`config.mk`:
```
export PLATFORM = sky130hd
export DESIGN_NAME = reg_file
export DESIGN_NICKNAME = d
export VERILOG_FILES = /design/src/rtl/reg_file.sv
export SDC_FILE = /design/constraint.sdc
export NUM_CORES = 2
export LEC_CHECK = 0
export CAP_MARGIN = 20
export CORE_ASPECT_RATIO = 1.5
export CORE_MARGIN = 3
export CORE_UTILIZATION = 63
export CTS_CLUSTER_SIZE = 10
export DETAILED_ROUTE_END_ITERATION = 8
export PLACE_DENSITY = 0.81
export SLEW_MARGIN = 0
export SYNTH_ARGS = -nofsm -noshare
export SYNTH_HDL_FRONTEND = slang
export SYNTH_SLANG_ARGS = --single-unit
```
`constraint.sdc`:
```
create_clock -name clk -period 2.83 [get_ports clk]
set_clock_uncertainty 0.1 [all_clocks]
set_input_delay 0.566 -clock clk [delete_from_list [all_inputs] [get_ports clk]]
set_output_delay 0.566 -clock clk [all_outputs]
set_load 0.005 [all_outputs]
```
`src/rtl/reg_file.sv`:
```
// 32 x 32-bit RISC-V integer register file: two combinational read ports, one clocked write port, x0 hard-wired to zero.
// Optional macro REGFILE_BYPASS_EN adds same-cycle write-through forwarding on both read ports.
module reg_file #(
    parameter int DATA_WIDTH = 32,
    parameter int ADDR_WIDTH = 5
) (
    input  logic                  clk,
    input  logic                  rst,
    input  logic [ADDR_WIDTH-1:0] a1,
    input  logic [ADDR_WIDTH-1:0] a2,
    input  logic [ADDR_WIDTH-1:0] a3,
    input  logic                  we3,
    input  logic [DATA_WIDTH-1:0] wd3,
    output logic [DATA_WIDTH-1:0] rd1,
    output logic [DATA_WIDTH-1:0] rd2
);

    localparam int DEPTH = 2 ** ADDR_WIDTH;
    localparam logic [DATA_WIDTH-1:0] ZERO_DATA = {DATA_WIDTH{1'b0}};
    localparam logic [ADDR_WIDTH-1:0] ZERO_ADDR = {ADDR_WIDTH{1'b0}};

    logic [DATA_WIDTH-1:0] regs_q [DEPTH];
    logic [DATA_WIDTH-1:0] regs_d [DEPTH];
    logic                  wr_en_s;

    // Writes to x0 are dropped; a3/wd3 only matter once we3 is high.
    assign wr_en_s = we3 && (a3 != ZERO_ADDR);

    // Next-state of the storage array: reset wins over a pending write.
    always_comb begin
        regs_d = regs_q;
        if (rst) begin
            for (int i = 0; i < DEPTH; i++) begin
                regs_d[i] = ZERO_DATA;
            end
        end else if (wr_en_s) begin
            regs_d[a3] = wd3;
        end else begin
            regs_d = regs_q;
        end
        regs_d[0] = ZERO_DATA;
    end

    // Storage register update.
    always_ff @(posedge clk) begin
        regs_q <= regs_d;
    end

    // Read port 1 (ALU operand a).
    always_comb begin
        rd1 = ZERO_DATA;
        if (a1 == ZERO_ADDR) begin
            rd1 = ZERO_DATA;
`ifdef REGFILE_BYPASS_EN
        end else if (wr_en_s && !rst && (a3 == a1)) begin
            rd1 = wd3;
`endif
        end else begin
            rd1 = regs_q[a1];
        end
    end

    // Read port 2 (ALU b-path and store data).
    always_comb begin
        rd2 = ZERO_DATA;
        if (a2 == ZERO_ADDR) begin
            rd2 = ZERO_DATA;
`ifdef REGFILE_BYPASS_EN
        end else if (wr_en_s && !rst && (a3 == a2)) begin
            rd2 = wd3;
`endif
        end else begin
            rd2 = regs_q[a2];
        end
    end

endmodule
```
==> results of run 1 <==
-- cells by family after synthesis --
logic type             after synthesis  synth area share
and+or+nand+nor                   2315            0.1831
AOI/OAI and AO/OA                 1285            0.1417
DFF                                992            0.3964
muxes                              692            0.2236
buffers and inverters              594           0.05517
-- repair_timing --
action,CTS
cloned,31
endpoints found under the setup margin,64
resized for setup,760
pin swaps,136
hold buffers,0
buffers inserted,154
-- synthesized netlist by cell type --
master	n	share of area
nor3b_1	5	0.00075
buf_2	165	0.016
nor2_4	6	0.0013
nand3b_1	6	0.00090
and2_0	2	0.00025
mux4_2	332	0.15
nand3_1	45	0.0045
o22ai_1	96	0.012
dfxtp_1	992	0.40
and3b_1	5	0.00087
or3b_1	1	0.00017
clkbuf_1	349	0.026
nor2b_1	5	0.00062
nand4b_1	5	0.00087
nor2_2	12	0.0015
nor3_1	38	0.0038
clkbuf_4	1	0.00015
mux2_2	96	0.022
mux2i_1	264	0.053
or3b_2	3	0.00052
nand2b_1	5	0.00062
clkbuf_2	1	0.00010
clkinv_1	1	0.000075
nor2_1	79	0.0059
nand4_1	32	0.0040
buf_6	16	0.0036
or3_1	27	0.0034
buf_1	7	0.00052
and3_1	3	0.00037
and2_1	2	0.00025
or2_2	2	0.00025
a2111oi_0	32	0.0056
a21oi_1	1002	0.10
nand2_1	2032	0.15
a22oi_1	123	0.018
buf_4	54	0.0081
a221oi_1	32	0.0056
-- per-layer routing --
layer	GRT overflow	global-route usage
met1	0	0.7222
met2	25	0.8702
met3	3	0.6157
met4	32	0.7087
met5	0	0.3724
-- metrics by stage --
stage	setup TNS [ns]	worst slack (ns)	util
floorplan	0	0.2675	-
global placement	-41.18	-1.222	0.7198
detailed placement	-40.88	-1.235	0.7198
CTS	-6.019	-0.2290	0.8057
==> results.yml, run 1 <==
timing:
  postGrtWorstEndpoint: "rd1[3]"
  worst-ep-kind: "top-level output"
place:
  hpwl_mm: 144.9
  gp_congestion: 1.078
  portBuffers: 113
  dpl-instance-area_mm2: 0.05674
  dp_cells: 6969
logic_synthesis:
  ys_warn_count: 0
  synth-seq-cells: 992
  yosysSeqAreaShare: 0.3964
  syn_inst: 5878
  synth_cell_types: 37
  syn_area_mm2: 0.05010
  synth_fp_nets: 5928
  avgSynthCellArea_um2: 8.523
clock_network:
  h-tree-depth: 3
  cts_root_buf: "clkbuf_16"
  ctsLongestPathBuffers: 3
  clock_sinks: 992
  cts_made_buffers: 109
floorplan:
  initial_core_util: 0.6356
  die_h_um: 351.4
  num_rows: 126
  die-width_um: 236.2
  pin_count: 114
status:
  status: "stopped before the end"
  error: "[ERROR GRT-0232] Routing congestion too high. Check the congestion heatmap in the GUI."
  lastStage: "5_1_grt"
global_routing:
  grt.total_usage: 0.7294
  globalRouteOverflowTotal: 60
  grt_max_degree: 76
==> run 2: changes to the inputs <==
--- a/config.mk
+++ b/config.mk
@@ -6,12 +6,10 @@
 export NUM_CORES = 2
 export LEC_CHECK = 0
 export CAP_MARGIN = 20
-export CORE_ASPECT_RATIO = 1.5
 export CORE_MARGIN = 3
-export CORE_UTILIZATION = 63
-export CTS_CLUSTER_SIZE = 10
+export CORE_UTILIZATION = 40
 export DETAILED_ROUTE_END_ITERATION = 8
-export PLACE_DENSITY = 0.81
+export PLACE_DENSITY_LB_ADDON = 0.15
 export SLEW_MARGIN = 0
 export SYNTH_ARGS = -nofsm -noshare
 export SYNTH_HDL_FRONTEND = slang
==> run 2 against run 1 <==
Compared with the run above: synthesized cell count unchanged; the flow now finishes, with violations (setup timing); synthesized area unchanged.
==> results.yml, run 2 <==
clock_network:
  insertion_delay_ns: 0.74
  cts_hold_buf: 0
  cts_made_buffers: 111
  tritoncts: "yes"
  ctsLongestPathBuffers: 3
  cts_root_buf: "clkbuf_16"
  h-tree-depth: 3
  clk_pin_slew_ns: 0.06
  clock_sinks: 992
timing:
  timing.fmax_ghz: 0.3090
  setup_ws_ns: -0.4065
  slew-limit-headroom: 0.4748
  tightest_slew_ns: 0.7858
  hold_viol: 0
  setup_viol: 64
  timing.hold.ws_ns: 0.1572
  tns_ns: -10.30
  drv_slew: 0
  rsz0062_at_grt: "true"
  min_period_ns: 3.236
  min_period_over_period: 1.144
flow_run:
  drv_cap: 0
logic_synthesis:
  synth-seq-cells: 992
  synthTopCellsByCount: "nand2_1, a21oi_1, dfxtp_1, clkbuf_1, mux4_2"
  synthArstFlopShare: 0
  synth_cell_types: 37
  syn_inst: 5878
  avgSynthCellArea_um2: 8.523
  synth_fp_nets: 5928
  ys_top_cells_by_area: "dfxtp_1, nand2_1, mux4_2"
  yosysMostFrequentCell: "nand2_1"
  syn_area_mm2: 0.05010
  synth_top_area_frac: 0.3964
  yosysSeqAreaShare: 0.3964
  ys_warn_count: 0
  synth_edf_count: 0
  synth_top_cell_by_area: "dfxtp_1"
  yosys_most_used_dff: "dfxtp_1"
floorplan:
  initial_core_util: 0.4042
  die_h_um: 359.9
  core_mm2: 0.1240
  num_rows: 129
  die-width_um: 359.9
  die_area_mm2: 0.1295
  pin_count: 114
global_routing:
  grt_first_pass_wirelength_mm: 340.2
  antenna_found_initial: 10
  grt_max_degree: 104
  grt_pass1_vias: 46057
  grt.total_usage: 0.3569
  globalRouteOverflowTotal: 0
finish:
  layout_commonest_cell: "nand2_1"
  multi_input_area_mm2: 0.03016
  reg.largest.list: "regs_q: 992 flops"
  final_cell_mix: "nand2_1, a21oi_1, dfxtp_1, buf_4, mux4_2"
  design_area_mm2: 0.06609
  largest_reg_flops: 992
  instances_no_fill: 7991
  finish.utilization: 0.5332
  top_register: "regs_q"
  syn_to_final_growth_pct: 31.93
  drive_above_1_share: 0.3028
  nets: 6302
  seq_area_mm2: 0.02007
  n_fill_cell: 11141
critical_path:
  r2r_setup_slack_ns: 1.96
  ff2ff_path_depth: 2
  timing.rr.start: "regs_q[948]$_SDFFE_PP0P_"
  cp.arrival_ns: 2.57
  reg2reg_to: "regs_q[948]$_SDFFE_PP0P_"
  crit_type: "input port to output pin"
  crit_path_end_kind: "output pin"
  worstPathRequired_ns: 2.16
  start_kind: "input port"
  critical_path.max_fanout: 8
routing:
  routed_wl_mm: 240.8
  vias: 49747
  route.detailed.drc: 0
  firstDrtPassIters: 5
  wire_per_inst_um: 30.13
  drt-initial-drc-count: 7532
  routed_via_density: 6.225
  postRouteAntennaNets: 0
place:
  hpwl_mm: 154.6
  gp_congestion: 0.9985
  dp_cells: 7652
  dpl-instance-area_mm2: 0.05768
  place_ws_ns: -1.487
  portBuffers: 113
power_and_ir_drop:
  p_clk_frac: 0.462
  p_sw_mw: 8.915
  peakVddDrop_mv: 0.5214
  internal_power_mw: 25.18
  swShare: 0.2615
  p_leak_nw: 23.06
  p_per_area_mw_per_mm2: 515.8
  seq_power_share: 0.415
  power.total_mw: 34.09
  power_frac_comb: 0.122
hold_path:
  whs_path_depth: 2
  hold_end: "regs_q[890]$_SDFFE_PP0P_"
  min_from: "rst"
  hold_class: "input port to register"
status:
  violations: "setup timing"
  status: "finished with violations"
[run 2: cell counts after synthesis]
Identical to the previous run, type by type.
[run 2: layout make-up]
class	instances	share of cell area
Timing Repair Buffer	854	0.1493
Antenna cell	10	0.0003786
Tap cell	1637	0.03099
Inverter	1	0.00005679
Multi-Input combinational cell	4292	0.4563
Clock buffer	160	0.05003
Sequential cell	992	0.3036
Clock inverter	45	0.009333
[run 2: layer usage]
layer	vias to the layer above	share of wire	routed length, um	track usage
met5	-	0.000042	10	0
met1	24264	0.39	93670	0.4822
met3	672	0.13	32160	0.1073
met2	3509	0.42	102300	0.5180
met4	2	0.053	12690	0.1779
li1	21300	-	-	-
[run 2: worst max path at each step]
stage                                        start  endpoint  slack, ns  cells after the start
after floorplan                              a1[0]    rd1[1]       0.27                      6
after global placement                       a2[4]   rd2[17]      -1.56                      6
after detailed placement                     a2[4]   rd2[27]      -1.49                      8
after CTS                 regs_q[793]$_SDFFE_PP0P_   rd1[25]      -0.38                      5
after global routing      regs_q[983]$_SDFFE_PP0P_   rd1[23]      -0.40                      6
final                                        a1[0]   rd1[30]      -0.41                     10
[run 2: power groups by stage]
stage	combinational [mW]	sequential, mW	clock [mW]
6_report	4.17	14.2	15.8
5_1_grt	4.27	14.2	16.4
4_1_cts	3.89	14.1	15.8
3_5_place_dp	3.49	14.5	0
3_3_place_gp	3.48	14.5	0
2_1_floorplan	1.65	14.4	0
[run 2: repair_timing]
item | in CTS | in global routing
cloned | 9 | 8
buffers inserted | 104 | 47
resized for setup | 852 | 200
endpoints found under the setup margin | 64 | 64
pin swaps | 96 | 94
[run 2: kinds of logic (layout without fill, tap and decap cells)]
logic type	Yosys count	in the layout	share of synthesized area
compound gates	1285	1285	0.1417
buf+inv	594	1060	0.05517
flops	992	992	0.3964
mux	692	692	0.2236
other cells	0	10	0
simple gates	2315	2315	0.1831
[run 2: critical path, stage by stage]
cell and delay [ns]:
buf_16 0.15, buf_12 0.17, nor2b_4 0.16, buf_12 0.17, buf_12 0.17, buf_4 0.16, a221oi_2 0.07, nor3_2 0.48
nand4b_1 0.26, buf_2 0.15
Note: power is estimated with default switching activity, not from simulation.
